**config.mk**
```make
export PLATFORM = sky130hd
export DESIGN_NAME = pwm_capture
export DESIGN_NICKNAME = d
export VERILOG_FILES = /design/src/rtl/pwm_capture_pkg.sv /design/src/rtl/pwm_sync_edge.sv /design/src/rtl/pwm_capture.sv
export SDC_FILE = /design/constraint.sdc
export NUM_CORES = 1
export LEC_CHECK = 0
export ABC_AREA = 0
export CAP_MARGIN = 10
export CORE_MARGIN = 3
export CORE_UTILIZATION = 61
export DETAILED_ROUTE_END_ITERATION = 16
export DONT_BUFFER_PORTS = 1
export GPL_ROUTABILITY_DRIVEN = 0
export HOLD_SLACK_MARGIN = 0.08
export PLACE_DENSITY = 0.77
export RECOVER_POWER = 100
export SLEW_MARGIN = 10
export SYNTH_ARGS = -nofsm -noshare
export SYNTH_HDL_FRONTEND = slang
export SYNTH_HIERARCHICAL = 1
export SYNTH_SLANG_ARGS = --single-unit
```
**constraint.sdc**
```tcl
create_clock -name clk -period 2.2 [get_ports clk]
set_input_delay 0.11 -clock clk [delete_from_list [all_inputs] [get_ports clk]]
set_output_delay 0.11 -clock clk [all_outputs]
set_load 0.03 [all_outputs]
```
**src/rtl/pwm_capture_pkg.sv**
```systemverilog
// Shared types and helpers for the PWM capture block.
package pwm_capture_pkg;

  typedef enum logic [1:0] {
    IDLE,
    HIGH,
    LOW,
    STUCK
  } state_t;

  // Saturation value of a w-bit counter (all ones).
  function automatic int unsigned cnt_max(input int unsigned w);
    return (32'd1 << w) - 32'd1;
  endfunction

endpackage

```
**src/rtl/pwm_sync_edge.sv**
```systemverilog
// Synchronizer chain plus one edge-detect flop; rise and fall share the same delay.
module pwm_sync_edge #(
  parameter int SYNC_N = 2
) (
  input  logic clk,
  input  logic rst_n,
  input  logic d,
  output logic s,
  output logic rise,
  output logic fall
);

  logic [SYNC_N-1:0] sync;
  logic              s_d;

  always_ff @(posedge clk or negedge rst_n) begin
    if (!rst_n) begin
      sync <= '0;
      s_d  <= 1'b0;
    end else begin
      sync <= {sync[SYNC_N-2:0], d};
      s_d  <= sync[SYNC_N-1];
    end
  end

  assign s    = sync[SYNC_N-1];
  assign rise = s & ~s_d;
  assign fall = ~s & s_d;

endmodule

```
**src/rtl/pwm_capture.sv**
```systemverilog
// Measures high time and period of pwm_in, one report per period, with stuck detection.
module pwm_capture
  import pwm_capture_pkg::*;
#(
  parameter int CNT_W  = 10,
  parameter int SYNC_N = 2
) (
  input  logic             clk,
  input  logic             rst_n,
  input  logic             en,
  input  logic             pwm_in,
  output logic [CNT_W-1:0] high_cnt,
  output logic [CNT_W-1:0] period_cnt,
  output logic             valid,
  output logic             stuck,
  output logic             stuck_level
);

  localparam logic [CNT_W-1:0] CNT_MAX = CNT_W'(cnt_max(CNT_W));

  logic             s, rise, fall;
  state_t           state;
  logic [CNT_W-1:0] cnt;
  logic [CNT_W-1:0] hi_snap;

  pwm_sync_edge #(.SYNC_N(SYNC_N)) u_sync (
    .clk  (clk),
    .rst_n(rst_n),
    .d    (pwm_in),
    .s    (s),
    .rise (rise),
    .fall (fall)
  );

  always_ff @(posedge clk or negedge rst_n) begin
    if (!rst_n) begin
      state       <= IDLE;
      cnt         <= '0;
      hi_snap     <= '0;
      high_cnt    <= '0;
      period_cnt  <= '0;
      valid       <= 1'b0;
      stuck       <= 1'b0;
      stuck_level <= 1'b0;
    end else begin
      valid <= 1'b0;
      if (rise)               cnt <= CNT_W'(1);
      else if (cnt != CNT_MAX) cnt <= cnt + 1'b1;

      if (!en) begin
        state <= IDLE;
      end else begin
        case (state)
          IDLE, STUCK: if (rise) state <= HIGH;
          HIGH: begin
            if (fall) begin
              hi_snap <= cnt;
              state   <= LOW;
            end else if (cnt == CNT_MAX) begin
              high_cnt    <= s ? CNT_MAX : '0;
              period_cnt  <= CNT_MAX;
              stuck       <= 1'b1;
              stuck_level <= s;
              valid       <= 1'b1;
              state       <= STUCK;
            end
          end
          LOW: begin
            // A rise on the saturation cycle still counts as a real period.
            if (rise) begin
              high_cnt   <= hi_snap;
              period_cnt <= cnt;
              stuck      <= 1'b0;
              valid      <= 1'b1;
              state      <= HIGH;
            end else if (cnt == CNT_MAX) begin
              high_cnt    <= s ? CNT_MAX : '0;
              period_cnt  <= CNT_MAX;
              stuck       <= 1'b1;
              stuck_level <= s;
              valid       <= 1'b1;
              state       <= STUCK;
            end
          end
          default: state <= IDLE;
        endcase
      end
    end
  end

endmodule

```
==> results of run 1 <==
## worst paths after layout
path	end	slack, ns	depth (start not counted)
max	high_cnt[4]$_DFFE_PN0P_	0.19	5
min	period_cnt[3]$_DFFE_PN0P_	0.20	3
max reg2reg	high_cnt[4]$_DFFE_PN0P_	0.19	5
min reg2reg	u_sync/sync[1]$_DFF_PN0_	0.36	0
max in group asynchronous	u_sync/s_d$_DFF_PN0_	1.01	2
min in group asynchronous	period_cnt[8]$_DFFE_PN0P_	0.49	2
## routing by layer
layer  part of all wire (%)  up-vias
met2                     48       57
met5                      0        -
met1                     44      708
met4                    1.4        0
li1                       -      631
met3                    6.8        7
## registers in the layout (all words and copies together) (netlist names)
signal       flops
state            2
high_cnt        10
hi_snap         10
stuck_level      1
valid            1
u_sync/s_d       1
u_sync/sync      2
period_cnt      10
cnt             10
stuck            1
## metrics by stage
step / instances / power (mW)
floorplan: 163 / 1.18
global placement: 203 / 1.22
detailed placement: 203 / 1.24
CTS: 215 / 1.75
global route: 215 / 1.83
finish: 215 / 1.74
## power by group
group | switching, mW | leakage, nW | total [mW] | internal (mW)
registers | 0.0951 | 0.647 | 1.05 | 0.959
logic | 0.0995 | 0.328 | 0.189 | 0.0898
clock network | 0.259 | 0.0422 | 0.498 | 0.238
total | 0.454 | 1.02 | 1.74 | 1.29
## cells by family after synthesis
kind of cell,after synthesis
flops,48
compound gates,47
simple gates,40
buf+inv,13
mux,10
fa+ha+maj,3
xor+xnor,2
## layout make-up
class	instances	area (um2)	area share [%]
well taps	44	55.1	2.52
multi-input cells	102	769	35.3
flip-flops and latches	48	1200	55.0
clock inverters	2	35.0	1.61
repair buffers	8	61.3	2.81
inverters	5	18.8	0.860
clock buffers	6	41.3	1.89
## critical path: cells and delay by family, from the launching register on
kind / cells / cell delay [ns]
simple gates: 3 / 1.08
flops: 1 / 0.44
compound gates: 1 / 0.19
fa+ha+maj: 1 / 0.23
## cell usage in the layout, fill, tap and decap left out, types with 5 or more instances in the layout
master | Yosys | final
sky130_fd_sc_hd__dfrtp_1 | 48 | 48
sky130_fd_sc_hd__inv_1 | 5 | 5
sky130_fd_sc_hd__nand3_1 | 5 | 5
sky130_fd_sc_hd__a31oi_1 | 5 | 5
sky130_fd_sc_hd__a221o_1 | 10 | 10
sky130_fd_sc_hd__o22a_1 | 9 | 9
sky130_fd_sc_hd__nand2_1 | 11 | 11
sky130_fd_sc_hd__mux2_2 | 9 | 9
sky130_fd_sc_hd__and4_1 | 5 | 5
sky130_fd_sc_hd__o21ai_0 | 5 | 5
sky130_fd_sc_hd__clkbuf_4 | 0 | 5
sky130_fd_sc_hd__a21oi_1 | 6 | 6
## timing repair
action                    in CTS  in global routing
hold buffers                   4                  0
gates resized for setup        0                  0
hold endpoints to repair      53                  0
==> results by stage, run 1 <==
Timing:
- Headroom to the max-slew limit came out at 25.2%.
- Summed over all failing endpoints, the final setup total negative slack is 0 ns.
- The slew at the pin with the worst max-slew slack is 1.12 ns.
- The max-slew violation count was 0.
- The count of endpoints failing hold in the final timing report is 0.
- The clock arrives with 0.0196 ns of skew.
- Setup violations remaining at the end of the flow were counted as 0.
- The tightest hold margin is 0.200 ns.
- The part of the cycle the worst path needs is 91.3%.
- Setup repair after global routing left no endpoint under its margin.
- The achievable frequency is 498 MHz.
- The post-layout minimum cycle time is 2.01 ns.
- The final setup slack of the worst path is 0.192 ns.

Synthesis:
- The share of the Yosys chip area taken by registers is 58.8%.
- The number of nets in the synthesized netlist is 170.
- The fraction of synthesized area in multiplexers is 5.45%.
- The combinational family with the most area after synthesis is compound AO/OA/AOI/OAI gates.
- Yosys mapped a number of flops with a built-in enable equal to 0.
- The most common cell in the synthesized netlist is sky130_fd_sc_hd__dfrtp_1.
- After synthesis, the most frequently instantiated cells are sky130_fd_sc_hd__dfrtp_1 (48), sky130_fd_sc_hd__nand2_1 (11), sky130_fd_sc_hd__a221o_1 (10).
- The area share of the largest cell type after synthesis is 58.8%.
- Yosys printed 6 warnings.
- After Yosys synthesis, and, or, nand and nor cells account for 11.9% of the synthesized area.
- The adder-cell share of the synthesized area is 1.84%.
- The average instance in the mapped netlist occupies 12.5 um2.
- In the post-synthesis netlist, the biggest area contributors are sky130_fd_sc_hd__dfrtp_1 (59%), sky130_fd_sc_hd__mux2_2 (5.0%), sky130_fd_sc_hd__a221o_1 (4.9%).
- The number of instances in the synthesized netlist is 163.
- The async set-reset flop share out of synthesis is 100%.
- The complex-gate fraction of the synthesized area is 17.6%.
- In this run, synthesis produced a sequential element count of 48.
- The synthesized netlist occupies a cell area of 2040 um2.
- The most area-hungry cell type in the Yosys netlist is sky130_fd_sc_hd__dfrtp_1.
- Counting distinct cell types in the post-synthesis netlist gives 39.
- Among all flip-flop cells after synthesis, the most frequent one is sky130_fd_sc_hd__dfrtp_1.
- Of the total synthesized cell area, the portion taken by XOR and XNOR cells is 0.857%.

Cells and area:
- The net count of the finished layout is 177.
- The share of layout cells above drive strength 1 is 14.0%.
- The area growth from synthesis to layout is 6.80%.
- The post-layout instance area is 2180 um2.
- 0 antenna diodes ended up in the layout.
- The layout has 233 filler cells.
- Cells fill 69.8% of the core in the end.

GRT:
- The first-pass GRT wire length is 6690 um.
- The routing usage on met2 is 34.7%.
- The largest net degree at the start of global routing is 49.
- The global route total overflow is 0.
- The combined global-route utilization of all metal layers is 21.7%.
- The met3 demand-to-capacity share in global routing is 7.56%.
- The via count of the first global-routing pass was 1,352.
- The most used routing layer in global routing is met2.
- The initial antenna violation count is 0.
- In the global route stage, met1 resource usage came out at 27.8%.

Clock tree:
- The number of buffers created by CTS is 5.
- TritonCTS built the clock tree.
- Counting every sink on the clock net gives 48.
- The clock-pin slew on the worst setup and hold paths is 0.14 ns.
- The root buffer cell chosen for the clock tree is sky130_fd_sc_hd__clkbuf_4.
- The worst-skew pair later-pin latency is 0.36 ns.
- Post-CTS timing repair inserted 0 buffers for setup.
- The clock tree buffer depth is 2.
- The number of H-tree levels is 2.

Placed design:
- The setup slack after placement is 0.215 ns.
- The count of buffers inserted at the top-level ports is 0.
- The area after detailed placement is 2070 um2.
- Summed over all nets, the half-perimeter wirelength after detailed placement is 2800 um.

Setup path:
- The largest individual stage delay along the critical path comes from the cell sky130_fd_sc_hd__and4_1.
- The nature of the critical path endpoint is a register.
- The start-to-end type of the worst setup path is reg -> reg.
- The source of the worst register-to-register timing path is cnt[1]$_DFFE_PN0P_.
- The most critical setup path has its startpoint at cnt[1]$_DFFE_PN0P_.
- In this run the worst path has a maximum fanout of 11.
- The startpoint kind of the worst setup timing path is a register.
- The required time at the worst-slack endpoint is 2.50 ns.
- The signal on the critical path passes through ha_1, and4_1, and3_4, and4_1, a221o_1.
- The dominant cell type by count on the critical path is sky130_fd_sc_hd__and4_1.
- At the worst endpoint, the arrival time is 2.31 ns.
- The worst stage delay on the critical path is 0.45 ns.

Route:
- The remaining design rule violation count is 0.
- In the routed layout, each cell is associated on average with a via count of 6.53.
- The detailed router finished its first iteration with 144 violations.
- In the final routed layout, each cell accounts on average for 18.7 um.
- The routed design has 4030 um of wire.
- Once detail routing completed, the nets flagged for antenna violations numbered 0.
- The detailed router placed 1,403 vias in this run.
- For this run, the detailed router's first-pass iteration total came to 5.

Power:
- VDD sags by at most 0.000680 V.
- For this design the static power due to leakage is 1.02 nW.
- For this design the ratio of total power to cell area is 798 nW/um2.

Floorplan:
- The area of the core region is 3130 um2.
- The horizontal extent of the die is 63.9 um.
- The number of rows created at floorplan is 20.
- The number of top-level design ports is 27.
- The initial cell density of the core is 65.3%.
- The area enclosed by the die boundary is 4080 um2.
- From bottom edge to top edge, the die measures 63.9 um.

Flow run:
- The tool flagged a number of max-cap violations equal to 0.

Worst hold path:
- The tightest min-delay check is of the in -> reg type.
- The worst min-delay path startpoint is en.

Status:
- The flow ran to the end, and the final reports show no timing, DRC or antenna violations.
Power figures use the tool's default switching activity.
==> run 2: changes to the inputs <==
==> constraint.sdc (replaced) <==
create_clock -name clk -period 2.2 [get_ports clk]
set_input_delay 0.33 -clock clk [delete_from_list [all_inputs] [get_ports clk]]
set_output_delay 0.33 -clock clk [all_outputs]
set_load 0.03 [all_outputs]
==> results by stage, run 2 (same netlist as run 1, synthesis figures left out) <==
Route:
- The count of TritonRoute iterations in the first routing pass is 4 (-1).
- The residual antenna-violating net count after detailed routing was 0 (unchanged).
- The per-cell via count in the routed design was 6.47 (-0.78%).
- The remaining design rule violation count is 0 (unchanged).
- The wire length per cell after detailed routing was 18.8 um (+0.12%).
- The initial detailed-routing violation count is 136 (-5.6%).
- The total via count after detailed routing is 1,392 (-0.78%).
- The final wirelength is 4030 um (+0.12%).

Setup path:
- The arrival time of the worst setup path is 2.31 ns (about the same).
- In this design, the largest share of critical-path delay is due to simple AND/OR/NAND/NOR gates.
- The end of the worst register-to-register path is high_cnt[4]$_DFFE_PN0P_.
- The worst setup path is captured at a register.
- The count of cell instances traversed by the critical path came to 5 (unchanged).
- The source of the worst register-to-register timing path is cnt[1]$_DFFE_PN0P_.
- Following the worst setup path forward leads to its endpoint at high_cnt[4]$_DFFE_PN0P_.
- The total buffers and inverters traversed by the critical path is 0 (unchanged).
- The most critical setup path has its startpoint at cnt[1]$_DFFE_PN0P_.
- The critical path's slowest cell is sky130_fd_sc_hd__and4_1.
- The signal on the critical path passes through ha_1, and4_1, and3_4, and4_1, a221o_1.
- The worst stage delay on the critical path is 0.45 ns (about the same).
- The critical path is of the reg -> reg type.
- The highest net fanout along the worst path came to 11 (unchanged).
- The slack of the worst reg-to-reg path is 0.19 ns (about the same).
- The most numerous cell type found on the critical path is sky130_fd_sc_hd__and4_1.
- The startpoint kind of the worst setup timing path is a register.
- The count of cells along the worst register-to-register path is 5 (unchanged).
- The required time at the worst-slack endpoint is 2.50 ns (about the same).

Cells and area:
- The library cells used most frequently in the layout, excluding fill and tap cells, are sky130_fd_sc_hd__dfrtp_1 (48), sky130_fd_sc_hd__nand2_1 (11), sky130_fd_sc_hd__a221o_1 (10).
- The sequential cell area is 1200 um2 (unchanged).
- The antenna diode count is 0 (unchanged).
- The library cell used most frequently in the layout, excluding fill and tap cells, is sky130_fd_sc_hd__dfrtp_1.
- The area added between synthesis and finish is 6.80% (unchanged).
- The share of layout cells above drive strength 1 was 14.0% (unchanged).
- The number of standard cells in the layout, taps in and fillers out is 215 (unchanged).
- The filler cell count is 233 (unchanged).
- The area of the multi-input gates came to 769 um2 (unchanged).
- The number of nets at the end of the flow came to 177 (unchanged).

GRT:
- The global route total overflow was 0 (unchanged).
- The largest net degree at the start of global routing was 49 (unchanged).
- The combined global-route utilization of all metal layers is 21.7% (-0.076 points).
- The via count of the first global-routing pass is 1,345 (-0.52%).
- The first-pass GRT wire length is 6670 um (-0.31%).
- The initial antenna violation count is 0 (unchanged).

Timing:
- The part of the cycle the worst path needs is 91.5% (+0.19 points).
- The count of endpoints failing hold in the final timing report came to 0 (unchanged).
- The max-slew headroom at the worst pin came to 25.0% (-0.14 points).
- The clock skew after layout came to 0.0192 ns (-0.000426 ns).
- The number of setup violations in the final report was 0 (unchanged).
- The sum of negative setup slack is 0 ns (unchanged).
- The achievable frequency is 497 MHz (-0.21%).
- The slew at the pin with the worst max-slew slack is 1.12 ns (+0.00216 ns).
- The max-slew violation count is 0 (unchanged).
- The post-layout minimum cycle time came to 2.01 ns (+0.00420 ns).
- Setup repair after global routing left no endpoint under its margin.

Power:
- The leakage power total is 1.02 nW (unchanged).
- The power density over the cells is 797 nW/um2 (about the same).
- The peak ir drop on the vdd network was 0.000678 V (-0.28%).

Clock tree:
- The root buffer cell is sky130_fd_sc_hd__clkbuf_4.
- The worst-skew pair later-pin latency is 0.36 ns (about the same).
- The clock tree buffer depth is 2 (unchanged).
- The TritonCTS sink count came to 48 (unchanged).
- The clock tree from TritonCTS is built.
- The post-CTS setup buffer count came to 0 (unchanged).
- The clock-pin slew on the worst setup and hold paths came to 0.14 ns (about the same).
- The number of H-tree levels is 2 (unchanged).
- The number of buffers created by CTS came to 5 (unchanged).

Placed design:
- The count of buffers inserted at the top-level ports is 0 (unchanged).
- The number of instances in the placed design is 203 (unchanged).
- The half-perimeter wire length after detailed placement came to 2800 um (unchanged).

Floorplan:
- The number of rows created at floorplan is 20 (unchanged).
- The initial cell density of the core is 65.3% (unchanged).
- The horizontal extent of the die is 63.9 um (unchanged).
- The area of the core region is 3130 um2 (unchanged).
- The area enclosed by the die boundary was 4080 um2 (unchanged).
- The number of top-level design ports is 27 (unchanged).
- The die span in y came to 63.9 um (unchanged).

Worst hold path:
- The worst hold path belongs to the class in -> reg.
- The cell count of the worst hold path is 2 (-1).

Status:
- The run finished with clean final reports.

Flow run:
- The number of maximum-capacitance constraint violations was 0 (unchanged).
[run 2: cell counts in the layout (fill, tap and decap cells not counted)]
Identical to the previous run, type by type.
[run 2: power by group]
part           total (mW)  switching (mW)  internal [mW]
clock               0.497           0.258          0.238
sequential           1.05          0.0947          0.959
combinational       0.189          0.0990         0.0899
[run 2: area by class of cell]
| type | count | area share [%] |
|---|---|---|
| clock inverters | 2 | 1.61 |
| repair buffers | 8 | 2.81 |
| well taps | 44 | 2.52 |
| multi-input cells | 102 | 35.3 |
| clock buffers | 6 | 1.89 |
| flip-flops and latches | 48 | 55.0 |
| inverters | 5 | 0.860 |
[run 2: worst min-delay path by stage]
| stage | start | slack (ns) | to |
|---|---|---|---|
| finish | en | 0.14 | state[0]$_DFFE_PN0P_ |
| global route | en | 0.11 | state[0]$_DFFE_PN0P_ |
| CTS | en | 0.08 | state[1]$_DFFE_PN0P_ |
| detailed placement | rst_n | 0.04 | high_cnt[6]$_DFFE_PN0P_ |
| global placement | rst_n | 0.04 | high_cnt[5]$_DFFE_PN0P_ |
| floorplan | rst_n | 0.03 | cnt[0]$_DFFE_PN0P_ |
[run 2: what timing repair did]
| action | in CTS | in global routing |
|---|---|---|
| endpoints found under the hold margin | 49 | 1 |
| hold buffers | 3 | 1 |
| resized for setup | 0 | 0 |
[run 2: worst reg2reg max path: cells and delay by family (launching register included)]
family,cells,cell delay [ns]
simple gates,3,1.09
flops,1,0.44
fa+ha+maj,1,0.23
compound gates,1,0.19
[run 2: through the flow]
step	total power, mW	instance area [um2]	worst slack [ns]	util, %	hold slack [ns]
2_1_floorplan	1.18	2040	0.473	-	0.0344
3_3_place_gp	1.22	2070	0.307	66.3	0.0354
3_5_place_dp	1.24	2070	0.215	66.3	0.0357
4_1_cts	1.75	2200	0.203	70.3	0.0811
5_1_grt	1.83	2180	0.0834	69.8	0.112
6_report	1.74	2180	0.188	69.8	0.142
[run 2: routing by layer]
| layer | vias to the layer above | track usage [%] | wire, um |
|---|---|---|---|
| met1 | 706 | 27.8 | 1770 |
| li1 | 630 | - | - |
| met3 | 7 | 7.56 | 270 |
| met4 | 0 | 6.74 | 57 |
| met5 | - | 0 | 0 |
| met2 | 49 | 34.5 | 1940 |
==> run 3: changes to the inputs <==
--- a/config.mk
+++ b/config.mk
@@ -5,15 +5,15 @@
 export SDC_FILE = /design/constraint.sdc
 export NUM_CORES = 1
 export LEC_CHECK = 0
-export ABC_AREA = 0
+export ABC_AREA = 1
 export CAP_MARGIN = 10
 export CORE_MARGIN = 3
-export CORE_UTILIZATION = 61
+export CORE_UTILIZATION = 62
 export DETAILED_ROUTE_END_ITERATION = 16
 export DONT_BUFFER_PORTS = 1
 export GPL_ROUTABILITY_DRIVEN = 0
 export HOLD_SLACK_MARGIN = 0.08
-export PLACE_DENSITY = 0.77
+export PLACE_DENSITY = 0.78
 export RECOVER_POWER = 100
 export SLEW_MARGIN = 10
 export SYNTH_ARGS = -nofsm -noshare
==> results by stage, run 3 <==
Status:
- The run finished with clean final reports.

Setup path:
- The arrival time of the worst setup path came to 2.17 ns (-0.14 ns).
- STA classifies the critical path startpoint as a register.
- The highest net fanout along the worst path is 11 (unchanged).
- The nature of the critical path endpoint is a register.
- The worst setup path is of the reg -> reg kind.
- The worst stage delay on the critical path is 0.39 ns (-0.06 ns).
- Walking the worst path, the cells encountered are ha_1, nand2_2, nor2_1, nand3_4, clkinv_2, nand4_2, nand3_1.
- The required time at the worst-slack endpoint is 2.51 ns (about the same).
- The critical path's slowest cell is sky130_fd_sc_hd__dfrtp_1.

Route:
- The final wirelength came to 4160 um (+3.2%).
- The per-cell via count in the routed design was 5.30 (-18%).
- The total via count after detailed routing came to 1,628 (+17%).
- The count of TritonRoute iterations in the first routing pass is 4 (unchanged).
- The residual antenna-violating net count after detailed routing is 0 (unchanged).
- The remaining design rule violation count is 0 (unchanged).
- The initial detailed-routing violation count is 138 (+1.5%).
- The wire length per cell after detailed routing was 13.6 um (-28%).

Timing:
- The achievable frequency was 536 MHz (+7.9%).
- The slew at the pin with the worst max-slew slack came to 1.15 ns (+0.0288 ns).
- The max-slew violation count is 0 (unchanged).
- The part of the cycle the worst path needs is 84.8% (-6.7 points).
- The number of setup violations in the final report is 0 (unchanged).
- The max-slew headroom at the worst pin is 23.1% (-1.9 points).
- The clock skew after layout is 0.00419 ns (-0.0150 ns).
- Setup repair after global routing left no endpoint under its margin.
- The sum of negative setup slack was 0 ns (unchanged).
- The tightest hold margin was 0.217 ns (+0.0749 ns).
- The count of endpoints failing hold in the final timing report is 0 (unchanged).
- The post-layout minimum cycle time is 1.86 ns (-0.147 ns).

Synthesis:
- The most area-hungry cell type in the Yosys netlist is sky130_fd_sc_hd__dfrtp_1.
- The number of warnings issued by yosys is 6 (unchanged).
- The register area share after synthesis is 54.2% (-4.6 points).
- The async set-reset flop share out of synthesis is 100% (unchanged).
- The post-synthesis cell type count was 29 (-26%).
- The number of enable flip-flop cells after synthesis is 0 (unchanged).
- After synthesis, the most frequently instantiated cells are sky130_fd_sc_hd__nand2_1 (61), sky130_fd_sc_hd__dfrtp_1 (48), sky130_fd_sc_hd__inv_1 (43).
- The most numerous cell in the Yosys netlist is sky130_fd_sc_hd__nand2_1.
- The per-instance average area after synthesis came to 8.62 um2 (-31%).
- Sorting the synthesized cells by area gives the leading types as sky130_fd_sc_hd__dfrtp_1 (54%), sky130_fd_sc_hd__nand2_1 (10%), sky130_fd_sc_hd__nand3_1 (8.4%).
- The post-synthesis register bit count came to 48 (unchanged).
- The leading register cell type out of synthesis is sky130_fd_sc_hd__dfrtp_1.
- The net count of the mapped netlist is 264 (+55%).
- The number of instances in the synthesized netlist was 257 (+58%).
- The post-synth design cell area came to 2210 um2 (+8.4%).
- The area share of the largest cell type after synthesis is 54.2% (-4.6 points).

Floorplan:
- The initial cell density of the core is 65.3% (about the same).
- The horizontal extent of the die is 65.8 um (+3.0%).
- The number of top-level design ports is 27 (unchanged).
- The area of the core region is 3390 um2 (+8.4%).
- The area enclosed by the die boundary is 4330 um2 (+6.0%).
- The die span in y came to 65.8 um (+3.0%).
- The number of rows created at floorplan came to 21 (+5.0%).

GRT:
- The initial antenna violation count is 0 (unchanged).
- The global route total overflow is 0 (unchanged).
- The first-pass GRT wire length was 7310 um (+9.7%).
- The combined global-route utilization of all metal layers is 22.9% (+1.2 points).
- The via count of the first global-routing pass was 1,572 (+17%).
- The largest net degree at the start of global routing is 49 (unchanged).

Clock tree:
- The clock tree buffer depth was 2 (unchanged).
- The root buffer cell is sky130_fd_sc_hd__clkbuf_4.
- The number of buffers created by CTS is 5 (unchanged).
- The worst-skew pair later-pin latency is 0.37 ns (about the same).
- The TritonCTS sink count came to 48 (unchanged).
- The post-cts resize count is 0 (unchanged).
- The number of H-tree levels was 2 (unchanged).
- The clock-pin slew on the worst setup and hold paths is 0.13 ns (about the same).
- The clock tree from TritonCTS is built.

Cells and area:
- The filler cell count came to 280 (+20%).
- The number of nets at the end of the flow is 267 (+51%).
- The area added between synthesis and finish is 4.41%.
- The leading cell type in the layout, fill and taps excluded is sky130_fd_sc_hd__nand2_1.
- The number of standard cells in the layout, taps in and fillers out was 307 (+43%).
- The share of layout cells above drive strength 1 is 7.66% (-6.4 points).
- The area of the multi-input gates is 757 um2 (-1.6%).
- Leaving out fill and tap cells, the most frequent cells in the layout are sky130_fd_sc_hd__nand2_1 (61), sky130_fd_sc_hd__dfrtp_1 (48), sky130_fd_sc_hd__inv_1 (43).
- The sequential cell area is 1200 um2 (unchanged).
- The utilization of the core after routing was 68.2% (-1.5 points).
- The antenna diode count was 0 (unchanged).

Worst hold path:
- The min-delay analysis places its worst path in the category in -> reg.

Flow run:
- The number of maximum-capacitance constraint violations is 0 (unchanged).

Placed design:
- The half-perimeter wire length after detailed placement is 2870 um (+2.5%).
- The count of buffers inserted at the top-level ports is 0 (unchanged).
- The number of instances in the placed design came to 295 (+45%).

Power:
- The peak ir drop on the vdd network is 0.000502 V (-26%).
- The leakage power total was 1.23 nW (+21%).
- The power density over the cells came to 753 nW/um2 (-5.5%).
## run 3: cell types whose count changed in the layout (fill, tap and decap cells not counted), sizes merged, moves of 3 or more
cell,change
a31oi,-3
o22a,-9
o21ai,+16
inv,+40
mux2,-9
a221o,-10
nor2,+4
nand3,+36
nand2,+53
or3,-3
and4,-5
## run 3: worst max-delay path: cells and delay by family (launching register included)
family	cells	cell delay, ns
adders and majority gates	1	0.24
buffers and inverters	1	0.13
DFF	1	0.39
and+or+nand+nor	5	1.03
## run 3: path summary, 6_finish.rpt
path | start | end | slack (ns) | depth (start not counted)
worst min register to register | u_sync/sync[0]$_DFF_PN0_ | u_sync/sync[1]$_DFF_PN0_ | 0.36 | 0
max in group asynchronous | rst_n | u_sync/s_d$_DFF_PN0_ | 0.78 | 2
worst max register to register | cnt[0]$_DFFE_PN0P_ | high_cnt[2]$_DFFE_PN0P_ | 0.34 | 7
min in group asynchronous | rst_n | period_cnt[2]$_DFFE_PN0P_ | 0.72 | 2
worst min-delay path | en | state[0]$_DFFE_PN0P_ | 0.22 | 3
worst max-delay path | cnt[0]$_DFFE_PN0P_ | high_cnt[2]$_DFFE_PN0P_ | 0.34 | 7
## run 3: layout make-up
| type | count | share of cell area, % |
|---|---|---|
| Timing Repair Buffer | 5 | 1.84 |
| Clock inverter | 2 | 1.52 |
| Tap cell | 46 | 2.49 |
| Multi-Input combinational cell | 153 | 32.7 |
| Inverter | 47 | 7.68 |
| Sequential cell | 48 | 51.9 |
| Clock buffer | 6 | 1.79 |
## run 3: timing repair
action | 4_1_cts | 5_1_grt
setup buffers | 0 | 0
hold endpoints to repair | 51 | 0
hold buffers | 4 | 0
## run 3: report_power, final
| part | switching [mW] | internal [mW] | leakage [nW] | total [mW] |
|---|---|---|---|---|
| Sequential | 0.0660 | 0.955 | 0.595 | 1.02 |
| Combinational | 0.133 | 0.0694 | 0.597 | 0.202 |
| Clock | 0.279 | 0.238 | 0.0422 | 0.518 |
| Total | 0.478 | 1.26 | 1.23 | 1.74 |
## run 3: kinds of logic (layout without fill, tap and decap cells)
logic type / count (synthesis) / count (layout) / synth area share [%]
adders and majority gates: 3 / 3 / 1.70
xor gates and xnor gates: 2 / 2 / 0.791
and+or+nand+nor: 117 / 117 / 25.4
buffers and inverters: 56 / 60 / 10.6
AOI/OAI and AO/OA: 31 / 31 / 7.34
DFF: 48 / 48 / 54.2
## run 3: layer usage
layer	part of all wire (%)	GRT usage, %	wire, um
met5	0	0	0
met4	2.1	9.07	88
met3	4.5	6.67	186
met2	49	35.5	2020
met1	45	30.1	1870
## run 3: metrics by stage
step | setup slack [ns] | total power, mW | cell area, um2
floorplan | 0.687 | 1.17 | 2210
global placement | 0.499 | 1.22 | 2220
detailed placement | 0.456 | 1.22 | 2220
CTS | 0.434 | 1.76 | 2360
global route | 0.140 | 1.84 | 2310
finish | 0.335 | 1.74 | 2310
